===== config.mk =====
export PLATFORM = sky130hd
export DESIGN_NAME = nios_fprint_processor7_0_cpu7_oci_dct_packer
export DESIGN_NICKNAME = d
export VERILOG_FILES = /design/src/rtl/nios_fprint_processor7_0_cpu7_oci_dct_packer.sv
export SDC_FILE = /design/constraint.sdc
export NUM_CORES = 1
export LEC_CHECK = 0
export BUFFER_PORTS_ARGS = -buffer_cell sky130_fd_sc_hd__buf_2
export CAP_MARGIN = 25
export CORE_MARGIN = 2
export CORE_UTILIZATION = 56
export DETAILED_ROUTE_END_ITERATION = 6
export GPL_TIMING_DRIVEN = 0
export PLACE_DENSITY = 0.84
export SYNTH_ARGS = -nofsm -noshare
export SYNTH_HDL_FRONTEND = slang
export SYNTH_SLANG_ARGS = --single-unit

===== constraint.sdc =====
create_clock -name clk -period 9.8 [get_ports clk]
set_input_delay 1.96 -clock clk [delete_from_list [all_inputs] [get_ports clk]]
set_output_delay 1.96 -clock clk [all_outputs]
set_load 0.01 [all_outputs]

===== src/rtl/nios_fprint_processor7_0_cpu7_oci_dct_packer.sv =====
`default_nettype none
// ============================================================================
//  Module   : nios_fprint_processor7_0_cpu7_oci_dct_packer
//  Purpose  : Producer side of the CPU7 OCI debug-capture-trace path. Packs
//             2-bit trace symbols LSB-first into a 30-bit accumulator and
//             hands full or flushed frames downstream over valid/ready. It
//             also sequences the test_ending / test_has_ended pair.
//  Ports    : clk, reset (async, active-high)
//             sym_valid/sym_data/sym_ready     - trace symbol input
//             flush                            - request to end capture
//             frame_valid/frame_ready          - output frame handshake
//             frame_data/frame_count           - packed frame, symbol count
//             dct_buffer/dct_count             - live accumulator view
//             overflow                         - sticky dropped-symbol flag
//             test_ending/test_has_ended       - capture shutdown status
//  Revision : 1.0 - initial release
// ============================================================================
module nios_fprint_processor7_0_cpu7_oci_dct_packer (
   input  logic        clk,
   input  logic        reset,
   input  logic        sym_valid,
   input  logic [1:0]  sym_data,
   output logic        sym_ready,
   input  logic        flush,
   output logic        frame_valid,
   input  logic        frame_ready,
   output logic [29:0] frame_data,
   output logic [3:0]  frame_count,
   output logic [29:0] dct_buffer,
   output logic [3:0]  dct_count,
   output logic        overflow,
   output logic        test_ending,
   output logic        test_has_ended
);

   typedef enum logic [1:0] {
      ST_RUN   = 2'd0,
      ST_FLUSH = 2'd1,
      ST_DRAIN = 2'd2,
      ST_ENDED = 2'd3
   } state_t;

   localparam logic [3:0] FULL_CNT = 4'd15;

   state_t      state_q, state_d;
   logic [29:0] acc_q, acc_d;
   logic [3:0]  cnt_q, cnt_d;
   logic [29:0] frame_data_q, frame_data_d;
   logic [3:0]  frame_count_q, frame_count_d;
   logic        frame_valid_q, frame_valid_d;
   logic        overflow_q, overflow_d;
   logic        test_ending_q, test_ending_d;
   logic        test_has_ended_q, test_has_ended_d;

   logic        slot_free;
   logic        transfer;
   logic        ready_int;
   logic        accept;
   logic [29:0] acc_base;
   logic [3:0]  cnt_base;

   always_comb begin
      slot_free = !frame_valid_q || frame_ready;
      transfer  = slot_free &&
                  ((cnt_q == FULL_CNT) || ((state_q == ST_FLUSH) && (cnt_q != 4'd0)));
      // A full accumulator still takes a symbol when it empties this cycle.
      ready_int = (state_q == ST_RUN) && ((cnt_q != FULL_CNT) || transfer);
      accept    = sym_valid && ready_int;

      // Accumulator after the (optional) transfer, before the new symbol.
      acc_base  = transfer ? 30'd0 : acc_q;
      cnt_base  = transfer ? 4'd0  : cnt_q;

      acc_d = acc_base;
      cnt_d = cnt_base;
      if (accept) begin
         // Target bits are known zero, so OR-ing the shifted symbol suffices.
         acc_d = acc_base | (30'(sym_data) << {cnt_base, 1'b0});
         cnt_d = cnt_base + 4'd1;
      end

      frame_data_d  = frame_data_q;
      frame_count_d = frame_count_q;
      frame_valid_d = frame_valid_q;
      if (transfer) begin
         frame_data_d  = acc_q;
         frame_count_d = cnt_q;
         frame_valid_d = 1'b1;
      end else if (frame_valid_q && frame_ready) begin
         frame_valid_d = 1'b0;
      end

      overflow_d = overflow_q || ((state_q == ST_RUN) && sym_valid && !ready_int);

      state_d = state_q;
      case (state_q)
         ST_RUN:   if (flush) state_d = ST_FLUSH;
         // Look at the next-cycle values so the close-down follows the final
         // partial transfer / final handshake without an extra idle cycle.
         ST_FLUSH: if (cnt_d == 4'd0) state_d = ST_DRAIN;
         ST_DRAIN: if (!frame_valid_d) state_d = ST_ENDED;
         default:  state_d = ST_ENDED;
      endcase

      test_ending_d    = (state_d == ST_FLUSH) || (state_d == ST_DRAIN);
      test_has_ended_d = (state_d == ST_ENDED);
   end

   always_ff @(posedge clk or posedge reset) begin
      if (reset) begin
         state_q          <= ST_RUN;
         acc_q            <= 30'd0;
         cnt_q            <= 4'd0;
         frame_data_q     <= 30'd0;
         frame_count_q    <= 4'd0;
         frame_valid_q    <= 1'b0;
         overflow_q       <= 1'b0;
         test_ending_q    <= 1'b0;
         test_has_ended_q <= 1'b0;
      end else begin
         state_q          <= state_d;
         acc_q            <= acc_d;
         cnt_q            <= cnt_d;
         frame_data_q     <= frame_data_d;
         frame_count_q    <= frame_count_d;
         frame_valid_q    <= frame_valid_d;
         overflow_q       <= overflow_d;
         test_ending_q    <= test_ending_d;
         test_has_ended_q <= test_has_ended_d;
      end
   end

   // sym_ready is masked by reset so every output reads zero while held.
   assign sym_ready      = ready_int && !reset;
   assign frame_valid    = frame_valid_q;
   assign frame_data     = frame_data_q;
   assign frame_count    = frame_count_q;
   assign dct_buffer     = acc_q;
   assign dct_count      = cnt_q;
   assign overflow       = overflow_q;
   assign test_ending    = test_ending_q;
   assign test_has_ended = test_has_ended_q;

endmodule
`default_nettype wire


==> results by stage <==
Status:
- The flow ran to the end, and the final reports show no timing, DRC or antenna violations.

Final layout:
- The top cell types in the final layout, fill and taps aside, are 81 x sky130_fd_sc_hd__buf_2, 74 x sky130_fd_sc_hd__dfrtp_1, 26 x sky130_fd_sc_hd__nor2_1, 21 x sky130_fd_sc_hd__mux2_4, 17 x sky130_fd_sc_hd__a31oi_1.
- 0 antenna diodes ended up in the layout.
- The fill cell total of the finished layout is 384.
- The final layout contains 330 nets.
- The fraction of final layout cells sized beyond drive strength 1 is 41.4%.
- The post-route core utilization is 71.0%.
- The most common cell after layout, fill and taps aside is sky130_fd_sc_hd__buf_2.
- The area added between synthesis and finish is 20.7%.
- The final design instance area without fill is 3700 sq um.

Die:
- The number of core rows is 26.
- The floorplan step defined a die boundary enclosing 6080 sq um.
- The die span in y is 78.0 um.
- In this run the standard cell core region covers 5200 sq um.
- The count of boundary I/O pins is 80.
- Once the floorplan was initialized, standard cells occupied 58.8% of the core.
- The die boundary width is 78.0 um.

Clock network:
- The TritonCTS clock tree is built.
- The number of buffers inserted to repair setup after CTS is 0.
- The number of clock buffers added by TritonCTS is 9.
- The count of cells resized by post-cts repair is 0.
- After clock tree synthesis, the flow added hold-fix buffers numbering 0.
- The clock tree synthesis step divided the H-tree into 3 levels.
- The deepest clock path buffer count is 2.
- Clock tree synthesis selected as its root buffer the cell sky130_fd_sc_hd__clkbuf_8.
- Clock latency on the worst-skew pair, taken at its later pin, is 340 ps.
- The clock-pin slew reported for the worst setup and hold paths after clock tree synthesis is 70 ps.
- The clock drives 74 sinks.

Setup path:
- The number of cells on the worst reg-to-reg path is 6.
- Traced cell by cell, the critical path runs through buf_2 > inv_4 > and3_1 > buf_2.
- Grouping stages by cell kind, the critical path spends the most delay in buffers and inverters.
- The maximum fanout along the worst path is 75.
- The worst register-to-register path ends at test_ending$_DFF_PP0_.
- The required arrival time at the worst endpoint is 7840 ps.
- The worst setup path is of the in2out kind.
- The startpoint kind of the worst setup timing path is a primary input.
- The startpoint identified for the worst register-to-register timing path is dct_count[2]$_DFF_PP0_.
- Counting both buffers and inverters, the worst setup path holds a total of 3.
- At the worst endpoint, the arrival time is 3120 ps.
- The worst setup path is captured at an output port.
- In this run the register-to-register setup slack is 7710 ps.
- The longest individual stage delay on the worst path is 630 ps.
- The most numerous cell type found on the critical path is sky130_fd_sc_hd__buf_2.
- The largest individual stage delay along the critical path comes from the cell sky130_fd_sc_hd__inv_4.

Timing:
- Across the routed clock network, the largest skew measured is 8.84 ps.
- The worst slew slack as a fraction of its limit is 41.7%.
- For the pin with the worst max-slew slack, the measured transition is 874 ps.
- Setup repair after global routing left no endpoint under its margin.
- The final worst-path cycle share is 51.9%.
- After routing, the total negative slack on setup checks comes to 0 ps.
- The final count of negative-setup-slack endpoints is 0.
- The number of hold-slack violations in the final timing report is 0.
- Subtracting the final worst setup slack from the clock period gives 5080 ps.
- The final worst hold slack is 494 ps.
- The highest achievable clock rate is 197 MHz.
- The number of pins with negative max-slew slack in the final report is 0.

Routing:
- For this run, the detailed router's first-pass iteration total came to 6.
- The total number of vias is 2,256.
- After the first detailed-routing iteration, the DRC count stood at 225.
- After detailed routing, the average wire length per cell comes to 16.9 um.
- The antenna violation net count after detailed routing is 0.
- In the routed design, unresolved DRC markers number 0.
- The total routed wirelength is 6.66 mm.
- The detailed-route vias per instance is 5.73.

Logic synthesis:
- The leading register cell type out of synthesis is sky130_fd_sc_hd__dfrtp_1.
- The synthesized design spends more area on one cell type than any other, namely sky130_fd_sc_hd__dfrtp_1.
- The number of synthesized register bits is 74.
- The total of warnings raised by yosys is 0.
- Yosys attributes the largest share of cell area to sky130_fd_sc_hd__dfrtp_1 60%, sky130_fd_sc_hd__mux2_4 10%, sky130_fd_sc_hd__a31oi_1 3.5%.
- The distinct cell type count of the synthesized netlist is 40.
- The fraction of the yosys area taken by sequential cells is 60.5%.
- The cell count after synthesis is 234.
- The netlist area before placement is 3060 sq um.
- The synthesized design contains 0 enable-type register cells.
- The average cell area after synthesis is 13.1 sq um.
- The area fraction of the dominant cell type after synthesis is 60.5%.
- The number of nets in the synthesized netlist is 242.
- The fraction of synthesis flops using an asynchronous set or reset pin is 100%.

Global routing:
- The number of global-route vias before repair came to 2,174.
- The initial antenna violation count came to 0.
- Global routing used 23.2% of the available tracks across all layers.
- Entering global routing, the biggest net connects 76 pins.
- The first global-routing pass estimated 10.9 mm of wire.
- For this run the aggregate overflow at the end of global routing stands at 0.

Min path:
- The depth of the worst hold-timing path is 1.
- For hold timing, the worst endpoint is overflow$_DFF_PP0_.
- The worst hold path begins at overflow$_DFF_PP0_.
- The tightest min-delay check is of the reg2reg type.

Power:
- The total power per unit cell area is 167 nW/um^2.
- Summed over all cells, the static leakage comes to 0.00202 uW.
- Summing internal, switching and leakage power gives 617 uW.
- The worst voltage drop across the vdd grid is 0.0000862 V.

Placed design:
- At the end of routability-driven placement, the weighted congestion stood at 0.816.
- Port buffering added 77 buffers.
- Summing all placed instances gives a cell area of 3540 sq um.
- The wire-length estimate of the detail-placed layout is 4.59 mm.

Job:
- The reported max-cap violation count is 0.
-- cell usage after synthesis, types with 2 or more instances --
cell type	n
sky130_fd_sc_hd__a21oi_1	10
sky130_fd_sc_hd__a32o_1	4
sky130_fd_sc_hd__mux2_2	9
sky130_fd_sc_hd__nor2_1	26
sky130_fd_sc_hd__a31oi_1	17
sky130_fd_sc_hd__nand2b_1	4
sky130_fd_sc_hd__o2bb2ai_1	6
sky130_fd_sc_hd__o21ai_0	7
sky130_fd_sc_hd__a21o_1	4
sky130_fd_sc_hd__nor2b_1	2
sky130_fd_sc_hd__clkbuf_1	6
sky130_fd_sc_hd__inv_1	3
sky130_fd_sc_hd__mux2_4	21
sky130_fd_sc_hd__and3b_1	2
sky130_fd_sc_hd__dfrtp_1	74
sky130_fd_sc_hd__and2_1	2
sky130_fd_sc_hd__buf_6	3
sky130_fd_sc_hd__buf_2	4
sky130_fd_sc_hd__o32ai_1	2
sky130_fd_sc_hd__nand2_1	8
-- through the flow --
step | setup slack, ps | std cells
floorplan | 3920 | 234
global placement | 3230 | 381
detailed placement | 4670 | 381
CTS | 4670 | 394
global route | 4520 | 394
finish | 4720 | 394
-- sequential cells by signal (all words and copies together) (netlist names) --
register        cells
test_ending         1
dct_count           4
frame_count         4
overflow            1
dct_buffer         30
state_q             2
test_has_ended      1
frame_data         30
frame_valid         1
-- power breakdown --
part           switching, uW  internal, uW
combinational           55.6          32.7
sequential              9.22           319
clock                   98.3           102
total                    163           454
-- cells by family after synthesis --
logic type | Yosys count | synth area share, %
AOI/OAI and AO/OA | 58 | 13.0
and+or+nand+nor | 53 | 8.78
DFF | 74 | 60.5
adders and majority gates | 1 | 0.408
muxes | 30 | 13.6
buffers and inverters | 18 | 3.76
-- worst max-delay path by stage --
| stage | end | cells after the start | start |
|---|---|---|---|
| floorplan | sym_ready | 2 | reset |
| global placement | sym_ready | 4 | reset |
| detailed placement | sym_ready | 4 | reset |
| CTS | sym_ready | 4 | reset |
| global route | sym_ready | 4 | reset |
| finish | sym_ready | 4 | reset |
-- cell type report --
| cell class | instances | area (sq um) | area share, % |
|---|---|---|---|
| multi-input cells | 142 | 1100 | 29.6 |
| flip-flops and latches | 74 | 1850 | 50.1 |
| inverters | 3 | 13.8 | 0.372 |
| plain buffers | 15 | 104 | 2.81 |
| well taps | 70 | 87.6 | 2.37 |
| repair buffers | 77 | 385 | 10.4 |
| clock buffers | 13 | 159 | 4.30 |
-- per-layer routing --
| metal | global-route usage (%) | routed length, um |
|---|---|---|
| met1 | 33.8 | 2960 |
| met2 | 33.0 | 3070 |
| met3 | 3.60 | 467 |
| met4 | 13.9 | 163 |
| met5 | 0 | 0 |
Note: power is estimated with default switching activity, not from simulation.
